--- config.mk ---
export PLATFORM = sky130hd
export DESIGN_NAME = apb_master_arbiter
export DESIGN_NICKNAME = d
export VERILOG_FILES = /design/src/rtl/apb_arb_pkg.sv /design/src/rtl/apb_master_arbiter_rr_arbiter.sv /design/src/rtl/apb_master_arbiter.sv
export SDC_FILE = /design/constraint.sdc
export NUM_CORES = 1
export LEC_CHECK = 0
export CAP_MARGIN = 20
export CORE_MARGIN = 3
export CORE_UTILIZATION = 37
export DETAILED_ROUTE_END_ITERATION = 10
export PLACE_DENSITY_LB_ADDON = 0.25
export SYNTH_ARGS = -nofsm -noshare
export SYNTH_HDL_FRONTEND = slang
export SYNTH_SLANG_ARGS = --single-unit
--- constraint.sdc ---
create_clock -name clk -period 4.2 [get_ports clk]
set_input_delay 0.84 -clock clk [delete_from_list [all_inputs] [get_ports clk]]
set_output_delay 0.84 -clock clk [all_outputs]
set_load 0.005 [all_outputs]
--- src/rtl/apb_arb_pkg.sv ---
// Shared types and helpers for the APB master arbiter: FSM state encoding and
// grant-index width calculation.
package apb_arb_pkg;

   typedef enum logic [1:0] {
      IDLE   = 2'd0,
      SETUP  = 2'd1,
      ACCESS = 2'd2,
      RESP   = 2'd3
   } state_t;

   // Requester index width, never narrower than one bit.
   function automatic int idx_width(input int n);
      return (n > 1) ? $clog2(n) : 1;
   endfunction

   localparam int N_REQ_DEF = 2;
   localparam int IDX_W     = idx_width(N_REQ_DEF);

endpackage

--- src/rtl/apb_master_arbiter_rr_arbiter.sv ---
// Combinational round-robin arbiter: searches from last_grant+1 (mod N_REQ)
// and returns the first pending requester as a one-hot vector and an index.
module rr_arbiter
   import apb_arb_pkg::*;
#(
   parameter int N_REQ = 2,
   parameter int IW    = idx_width(N_REQ)
) (
   input  logic [N_REQ-1:0] req,
   input  logic [IW-1:0]    last_grant,
   output logic [N_REQ-1:0] grant,
   output logic [IW-1:0]    grant_idx
);

   logic [IW-1:0] cand_s;
   logic          hit_s;
   logic          found_s;

   // Rotating priority search; the first hit masks all later candidates.
   always_comb begin
      grant     = {N_REQ{1'b0}};
      grant_idx = {IW{1'b0}};
      found_s   = 1'b0;
      cand_s    = {IW{1'b0}};
      hit_s     = 1'b0;
      for (int off = 1; off <= N_REQ; off++) begin
         cand_s    = IW'((int'(last_grant) + off) % N_REQ);
         hit_s     = req[cand_s] & ~found_s;
         grant     = grant | ({{(N_REQ-1){1'b0}}, hit_s} << cand_s);
         grant_idx = hit_s ? cand_s : grant_idx;
         found_s   = found_s | hit_s;
      end
   end

endmodule

--- src/rtl/apb_master_arbiter.sv ---
// Round-robin sharing of one APB master port between N_REQ requesters.
// Optional ACCESS-phase timeout abort is enabled by defining APB_ARB_TIMEOUT_EN.
module apb_master_arbiter
   import apb_arb_pkg::*;
#(
   parameter int N_REQ          = 2,
   parameter int ADDR_WIDTH     = 32,
   parameter int DATA_WIDTH     = 32,
   parameter int TIMEOUT_CYCLES = 16
) (
   input  logic                        clk,
   input  logic                        arst,
   input  logic [N_REQ-1:0]            req_valid,
   input  logic [N_REQ-1:0]            req_write,
   input  logic [N_REQ*ADDR_WIDTH-1:0] req_addr,
   input  logic [N_REQ*DATA_WIDTH-1:0] req_wdata,
   output logic [N_REQ-1:0]            rsp_valid,
   output logic [DATA_WIDTH-1:0]       rsp_rdata,
   output logic                        rsp_err,
   output logic                        psel,
   output logic                        penable,
   output logic                        pwrite,
   output logic [ADDR_WIDTH-1:0]       paddr,
   output logic [DATA_WIDTH-1:0]       pwdata,
   input  logic                        pready,
   input  logic [DATA_WIDTH-1:0]       prdata
);

   localparam int IW = idx_width(N_REQ);

   state_t                  state_r;
   state_t                  next_state_s;
   logic [IW-1:0]           last_grant_r;
   logic [N_REQ-1:0]        gnt_r;
   logic [N_REQ-1:0]        grant_s;
   logic [IW-1:0]           grant_idx_s;
   logic                    any_req_s;
   logic                    take_s;
   logic                    done_s;
   logic                    timeout_s;
   logic                    timeout_hit_s;
   logic                    write_r;
   logic [ADDR_WIDTH-1:0]   addr_r;
   logic [DATA_WIDTH-1:0]   wdata_r;
   logic                    psel_r;
   logic                    penable_r;
   logic [N_REQ-1:0]        rsp_valid_r;
   logic [DATA_WIDTH-1:0]   rsp_rdata_r;
   logic                    rsp_err_r;

   assign any_req_s = |req_valid;

   rr_arbiter #(
      .N_REQ (N_REQ),
      .IW    (IW)
   ) u_rr (
      .req        (req_valid),
      .last_grant (last_grant_r),
      .grant      (grant_s),
      .grant_idx  (grant_idx_s)
   );

`ifdef APB_ARB_TIMEOUT_EN
   localparam logic [7:0] TO_LAST = 8'(TIMEOUT_CYCLES - 1);
   logic [7:0] acc_cnt_r;

   // Counts ACCESS cycles of the current transfer; restarted in SETUP.
   always_ff @(posedge clk or posedge arst) begin
      if (arst) begin
         acc_cnt_r <= 8'd0;
      end else if (state_r == SETUP) begin
         acc_cnt_r <= 8'd0;
      end else if (state_r == ACCESS) begin
         acc_cnt_r <= acc_cnt_r + 8'd1;
      end else begin
         acc_cnt_r <= acc_cnt_r;
      end
   end

   assign timeout_hit_s = (acc_cnt_r == TO_LAST);
`else
   assign timeout_hit_s = 1'b0;
`endif

   // Next-state decode; pready in the last counted cycle beats the timeout.
   always_comb begin
      next_state_s = state_r;
      take_s       = 1'b0;
      done_s       = 1'b0;
      timeout_s    = 1'b0;
      case (state_r)
         IDLE: begin
            if (any_req_s) begin
               next_state_s = SETUP;
               take_s       = 1'b1;
            end else begin
               next_state_s = IDLE;
            end
         end
         SETUP: next_state_s = ACCESS;
         ACCESS: begin
            if (pready) begin
               next_state_s = RESP;
               done_s       = 1'b1;
            end else if (timeout_hit_s) begin
               next_state_s = RESP;
               done_s       = 1'b1;
               timeout_s    = 1'b1;
            end else begin
               next_state_s = ACCESS;
            end
         end
         RESP:    next_state_s = IDLE;
         default: next_state_s = IDLE;
      endcase
   end

   // State, latched transfer fields and registered APB/response outputs.
   always_ff @(posedge clk or posedge arst) begin
      if (arst) begin
         state_r      <= IDLE;
         last_grant_r <= IW'(N_REQ - 1);
         gnt_r        <= {N_REQ{1'b0}};
         write_r      <= 1'b0;
         addr_r       <= {ADDR_WIDTH{1'b0}};
         wdata_r      <= {DATA_WIDTH{1'b0}};
         psel_r       <= 1'b0;
         penable_r    <= 1'b0;
         rsp_valid_r  <= {N_REQ{1'b0}};
         rsp_rdata_r  <= {DATA_WIDTH{1'b0}};
         rsp_err_r    <= 1'b0;
      end else begin
         state_r   <= next_state_s;
         psel_r    <= (next_state_s == SETUP) || (next_state_s == ACCESS);
         penable_r <= (next_state_s == ACCESS);
         if (take_s) begin
            gnt_r        <= grant_s;
            last_grant_r <= grant_idx_s;
            write_r      <= req_write[grant_idx_s];
            addr_r       <= req_addr[grant_idx_s*ADDR_WIDTH +: ADDR_WIDTH];
            wdata_r      <= req_wdata[grant_idx_s*DATA_WIDTH +: DATA_WIDTH];
         end
         if (done_s) begin
            rsp_valid_r <= gnt_r;
            rsp_rdata_r <= (pready && !write_r) ? prdata : {DATA_WIDTH{1'b0}};
            rsp_err_r   <= timeout_s;
         end else begin
            rsp_valid_r <= {N_REQ{1'b0}};
            rsp_rdata_r <= {DATA_WIDTH{1'b0}};
            rsp_err_r   <= 1'b0;
         end
      end
   end

   assign psel      = psel_r;
   assign penable   = penable_r;
   assign pwrite    = write_r;
   assign paddr     = addr_r;
   assign pwdata    = wdata_r;
   assign rsp_valid = rsp_valid_r;
   assign rsp_rdata = rsp_rdata_r;
   assign rsp_err   = rsp_err_r;

endmodule

Word-level counts from Yosys, hierarchy flattened:

Cells that the tools add are included.

* input port bits: 167
* bits in registers: 106

* eq/ne operators: 5
* reduce and logical (&&, ||, !) cells: 5
* add/subtract/negate cells: 2
* shifts and indexed selects: 4
* mux-type cells: 18
* $lt $le $gt $ge: 3
* bitwise operators: 3

Operators by type and width (number)
* 64-bit by 7-bit variable part select with 32-bit output: 2
* 32-bit two-way mux: 2
* 1-bit two-way mux: 14
* 2-bit one-hot mux with 4 select lines: 1
* 2-bit == test, second input constant: 3
* 1-bit by 2-bit < comparator with 1-bit output, second input constant: 3
* 2-bit by 1-bit == test with 1-bit output, second input constant: 2
* 1-bit by 1-bit << shifter with 2-bit output: 2
* 1-bit adder, second input constant: 2
* 2-bit zero test: 1
* 2-bit two-way mux: 1
* 2-bit OR: 1
* 2-bit OR reduction: 1
* 1-bit bitwise AND: 1
* 1-bit logical AND: 1
* 1-bit zero test: 1
* 1-bit logical OR: 1
* 1-bit inverter: 1

Logic depth before layout (Yosys ltp):

* word-level depth: 8
* gate-level depth with buffers: 7

Hierarchy:

Synthesis repeated with hierarchy kept, for this count alone.

* cell total of the unflattened synthesis: 310
* area, all modules: 4625.7 um2

By module, submodules not included
* apb_master_arbiter: cells each 306, times used 1, area an instance 4599.4 um2
* rr_arbiter: cells each 4, times used 1, area an instance 26.3 um2

Worst setup path after synthesis:

No wires, ideal clock.

* kind: in2reg
* from: input port req_valid[1]
* to: register addr_r[10] (netlist: paddr[10])
* data required time: 4.118 ns
* stages: 5
* arrival time: 1.518 ns
* slack: 2.600 ns
* library setup time: 0.082 ns
* buffers on the path: 2
* cells stage by stage: a21boi_2 -> buf_4 -> buf_4 -> nand2_1 -> a31oi_1

* longest elaborated chain between the ends: 6
* elaborated cells between the ends (all ways): 12

RTL lines
* start, declared: RTL line apb_master_arbiter.sv:13 `input logic [N_REQ-1:0] req_valid,`
* 1-bit two-way mux (not written as such) (2 in series): RTL line apb_master_arbiter_rr_arbiter.sv:28 `hit_s = req[cand_s] & ~found_s;`
* 1-bit inverter: RTL line apb_master_arbiter_rr_arbiter.sv:28
* 1-bit bitwise AND: RTL line apb_master_arbiter_rr_arbiter.sv:28
* 1-bit two-way mux: RTL line apb_master_arbiter_rr_arbiter.sv:30 `grant_idx = hit_s ? cand_s : grant_idx;`
* 64-bit by 7-bit variable part select with 32-bit output: RTL line apb_master_arbiter.sv:140 `addr_r <= req_addr[grant_idx_s*ADDR_WIDTH +: ADDR_WIDTH];`
* end signal, assigned: RTL line apb_master_arbiter.sv:125 `addr_r <= {ADDR_WIDTH{1'b0}};`
* end signal, assigned: RTL line apb_master_arbiter.sv:140
* end, declared: RTL line apb_master_arbiter.sv:43 `logic [ADDR_WIDTH-1:0] addr_r;`

Parallel ways exist; a longest one is shown, timed or not. The select of a mux whose other input is x is not followed.
A chain may end at the register's enable or synchronous reset.

Worst setup path after layout:

* from: input port req_valid[0]
* to: register addr_r[9] (netlist: paddr[9])

Same word-level chain as after synthesis.

==> Implementation_results.wiki <==
{| class="wikitable"
! Metric !! Value
|-
| Sequential area share after synthesis || 61.2%
|-
| DRC errors left || 0
|-
| Area of the mapped netlist || 0.00433 mm^2
|-
| TritonCTS clock tree || yes
|-
| Result of the run || finished clean
|-
| Fraction of power spent switching nets || 31.1%
|-
| Slowest cell on the critical path || a21bo_2
|-
| Total clock sinks || 106
|-
| Clock network fraction of design power || 19.6%
|-
| Number of buffer cells added on primary ports || 267
|-
| Relative slew slack || 39.8%
|-
| CTS H-Tree Depth || 3
|-
| Class of the worst hold path || reg -> reg
|-
| Number of setup buffers added after CTS || 0
|-
| Top cells by area, synth || dfrtp_1 61%, nand2_1 11%, a31oi_1 9.5%, nor2_1 5.7%, and2_1 4.6%
|-
| Count of pins on the block boundary || 269
|-
| Library cell with the highest instance count after synthesis || nand2_1
|-
| Pin slew with the least headroom to its limit || 0.901 ns
|-
| Max-capacitance violation count || 0
|-
| Flops & latches, synth || 106
|-
| Cells along the critical path || clkdlybuf4s50_1 -> a21bo_2 -> buf_4 -> nand2_1 -> a31oi_1
|-
| Crit Path Category || in -> reg
|-
| Startpoint Class || primary input
|-
| Area of the die || 0.0130 mm^2
|-
| Share of cells above drive strength 1 || 3.23%
|-
| Sw power || 1.34 mW
|-
| Starting DRC count in detailed routing || 319
|-
| Number of hold violations in the final report || 0
|-
| Required time of the worst setup path || 4.46 ns
|-
| Delay contributed by the slowest stage of the critical path || 0.68 ns
|-
| Post-synthesis to final-layout area growth || 70.8%
|-
| Yosys top cell by area || dfrtp_1
|-
| Clk slew on worst S/H paths || 0.07 ns
|-
| CTS buffer count || 9
|-
| Total number of vias || 4161
|-
| Combinational power share || 42.8%
|-
| Async set-or-reset flop fraction in the synthesized netlist || 100%
|-
| Count of yosys warnings during synthesis || 0
|-
| Total cell area at the placement stage || 0.00710 mm^2
|-
| Synthesized Nets || 626
|-
| Setup repair after global routing missed its margin || no
|-
| Number of buffers and inverters on the critical path || 2
|-
| Cells after synthesis || 455
|-
| Standard-cell row count || 38
|-
| Share of Yosys cell area claimed by the top area cell type || 60.6%
|-
| Unique cell type count in the Yosys netlist || 19
|-
| Number of global-route vias before repair || 4446
|-
| Antenna diode count || 0
|-
| Number of antenna-violating nets in the routed design || 0
|-
| Global-route wire length before repair || 21.9 mm
|-
| CTS Buffer Depth || 2
|-
| P_int || 2.98 mW
|-
| Synth cell count leaders || 132 x nand2_1, 105 x dfrtp_1, 66 x a31oi_1, 66 x nor2_1, 32 x and2_1
|-
| Worst Path Max Fanout || 37
|-
| Final estimated routing congestion in global placement || 0.821
|-
| Final number of setup-violating endpoints || 0
|-
| Filler cell count || 884
|-
| Post-detailed-routing wire length || 13.7 mm
|-
| Top achievable clock speed || 376 MHz
|-
| Clock Root Buffer || clkbuf_16
|-
| GRT Resource Usage Total || 21.4%
|-
| Worst-skew pair later-pin latency || 0.34 ns
|-
| Layout Nets || 877
|-
| Vias per Instance || 4.89
|-
| Leakage power || 3.18 nW
|-
| Number of flops mapped to enable cells by yosys || 0
|-
| Floorplan die width || 114 um
|-
| Average routed wire per standard cell || 16.1 um
|-
| IR Drop Worst-Case VDD || 0.000330 V
|-
| Vert. Die Dim || 114 um
|-
| Final slew viol count || 0
|-
| Kind of end point of the critical path || flip-flop
|-
| Share of the clock period used by the worst path || 63.2%
|-
| Final period demand of the worst path || 2.66 ns
|-
| Family with the most delay on the worst path || buffers and inverters
|-
| Final std cell area, no fill || 0.00740 mm^2
|-
| Core footprint || 0.0111 mm^2
|-
| Overflow left after global routing || 0
|-
| Dominant synthesized flop cell || dfrtp_1
|-
| Mean cell area of the mapped netlist || 9.52 um^2
|-
| Sum Neg Setup Slack || 0 ns
|-
| Count of hold-fix buffers inserted at cts || 0
|-
| Detail Placement HPWL || 10.3 mm
|-
| Number of gates resized after cts || 0
|-
| Antenna violations before repair || 0
|-
| PD cells || 583 mW/mm^2
|-
| Starting density of the core || 38.9%
|-
| Proportion of power drawn by flip-flops and latches || 37.6%
|-
| Total iterations of the first detailed-routing run || 4
|-
| Largest net degree at the start of global routing || 73
|-
| WP data arrival || 2.91 ns
|-
| Final Skew || 0.00383 ns
|}
-- layout make-up --
cell class | instances | area [um^2] | share of cell area (%)
Clock buffer | 14 | 264 | 3.57
Clock inverter | 2 | 35.0 | 0.473
Inverter | 5 | 21.3 | 0.287
Multi-Input combinational cell | 312 | 1500 | 20.3
Sequential cell | 106 | 2650 | 35.9
Tap cell | 140 | 175 | 2.37
Timing Repair Buffer | 272 | 2750 | 37.1
-- cell families (layout without fill, tap and decap cells) --
logic type,count (synthesis),after routing,synth area share [%]
flip-flops,106,106,61.2
AND/OR/NAND/NOR,232,232,22.1
buffers and inverters,37,293,4.42
other,1,1,0.0865
adder cells (fa/ha/maj),4,4,1.16
AO/OA/AOI/OAI,75,75,11.0
-- power groups by stage --
stage	Clock, mW	Combinational [mW]	Sequential (mW)
finish	0.846	1.85	1.62
CTS	0.874	1.88	1.63
global route	0.916	2.05	1.67
detailed placement	0	1.87	1.64
floorplan	0	0.760	1.65
global placement	0	1.83	1.62
-- flip-flops by register name, summed over array words and instances (netlist names), named ones only --
name       flops
rsp_valid      2
penable        1
rsp_rdata     32
pwdata        32
psel           1
gnt_r          2
pwrite         1
state_r        2
paddr         32
-- placed cells by master, fill, tap and decap left out, drive strengths merged --
master	instances
a21bo	1
a21boi	1
a21oi	3
a22o	1
a31oi	66
and2	32
and3	2
buf	5
bufinv	1
clkbuf	14
clkdlybuf4s50	267
clkinv	1
conb	1
dfrtp	105
dfstp	1
ha	4
inv	5
nand2	132
nor2	66
o21a	2
o21ai	1
-- path summary, 6_finish.rpt --
path | start | endpoint | slack [ns] | cells after the start
max | req_valid[0] | paddr[9] | 1.54 | 5
min | gnt_r[1] | gnt_r[1] | 0.51 | 1
max reg2reg | state_r[0] | paddr[28] | 2.17 | 6
min reg2reg | gnt_r[1] | gnt_r[1] | 0.51 | 1
max in group asynchronous | arst | async pin | 2.46 | 3
min in group asynchronous | arst | paddr[12] | 0.93 | 2
-- per-stage QoR --
step                cells  setup slack, ns  power [mW]  util (%)  hold WS [ns]
global route          851             1.37        4.64      66.5         0.532
floorplan             455            0.573        2.41         -         0.459
global placement      835             1.26        3.45      63.8         0.484
CTS                   851             1.53        4.38      66.5         0.504
detailed placement    835             1.19        3.51      63.8         0.480
finish                851             1.54        4.32      66.5         0.506
-- metal layers --
metal	global-route usage [%]	wire [um]	up-vias	share of wire [%]
li1	-	-	1986	-
met3	9.41	1630	18	12
met1	23.6	4880	1960	36
met2	36.1	6850	197	50
met5	0	0	-	0
met4	8.47	299	0	2.2
No activity file was read; power rests on OpenSTA's default activity.
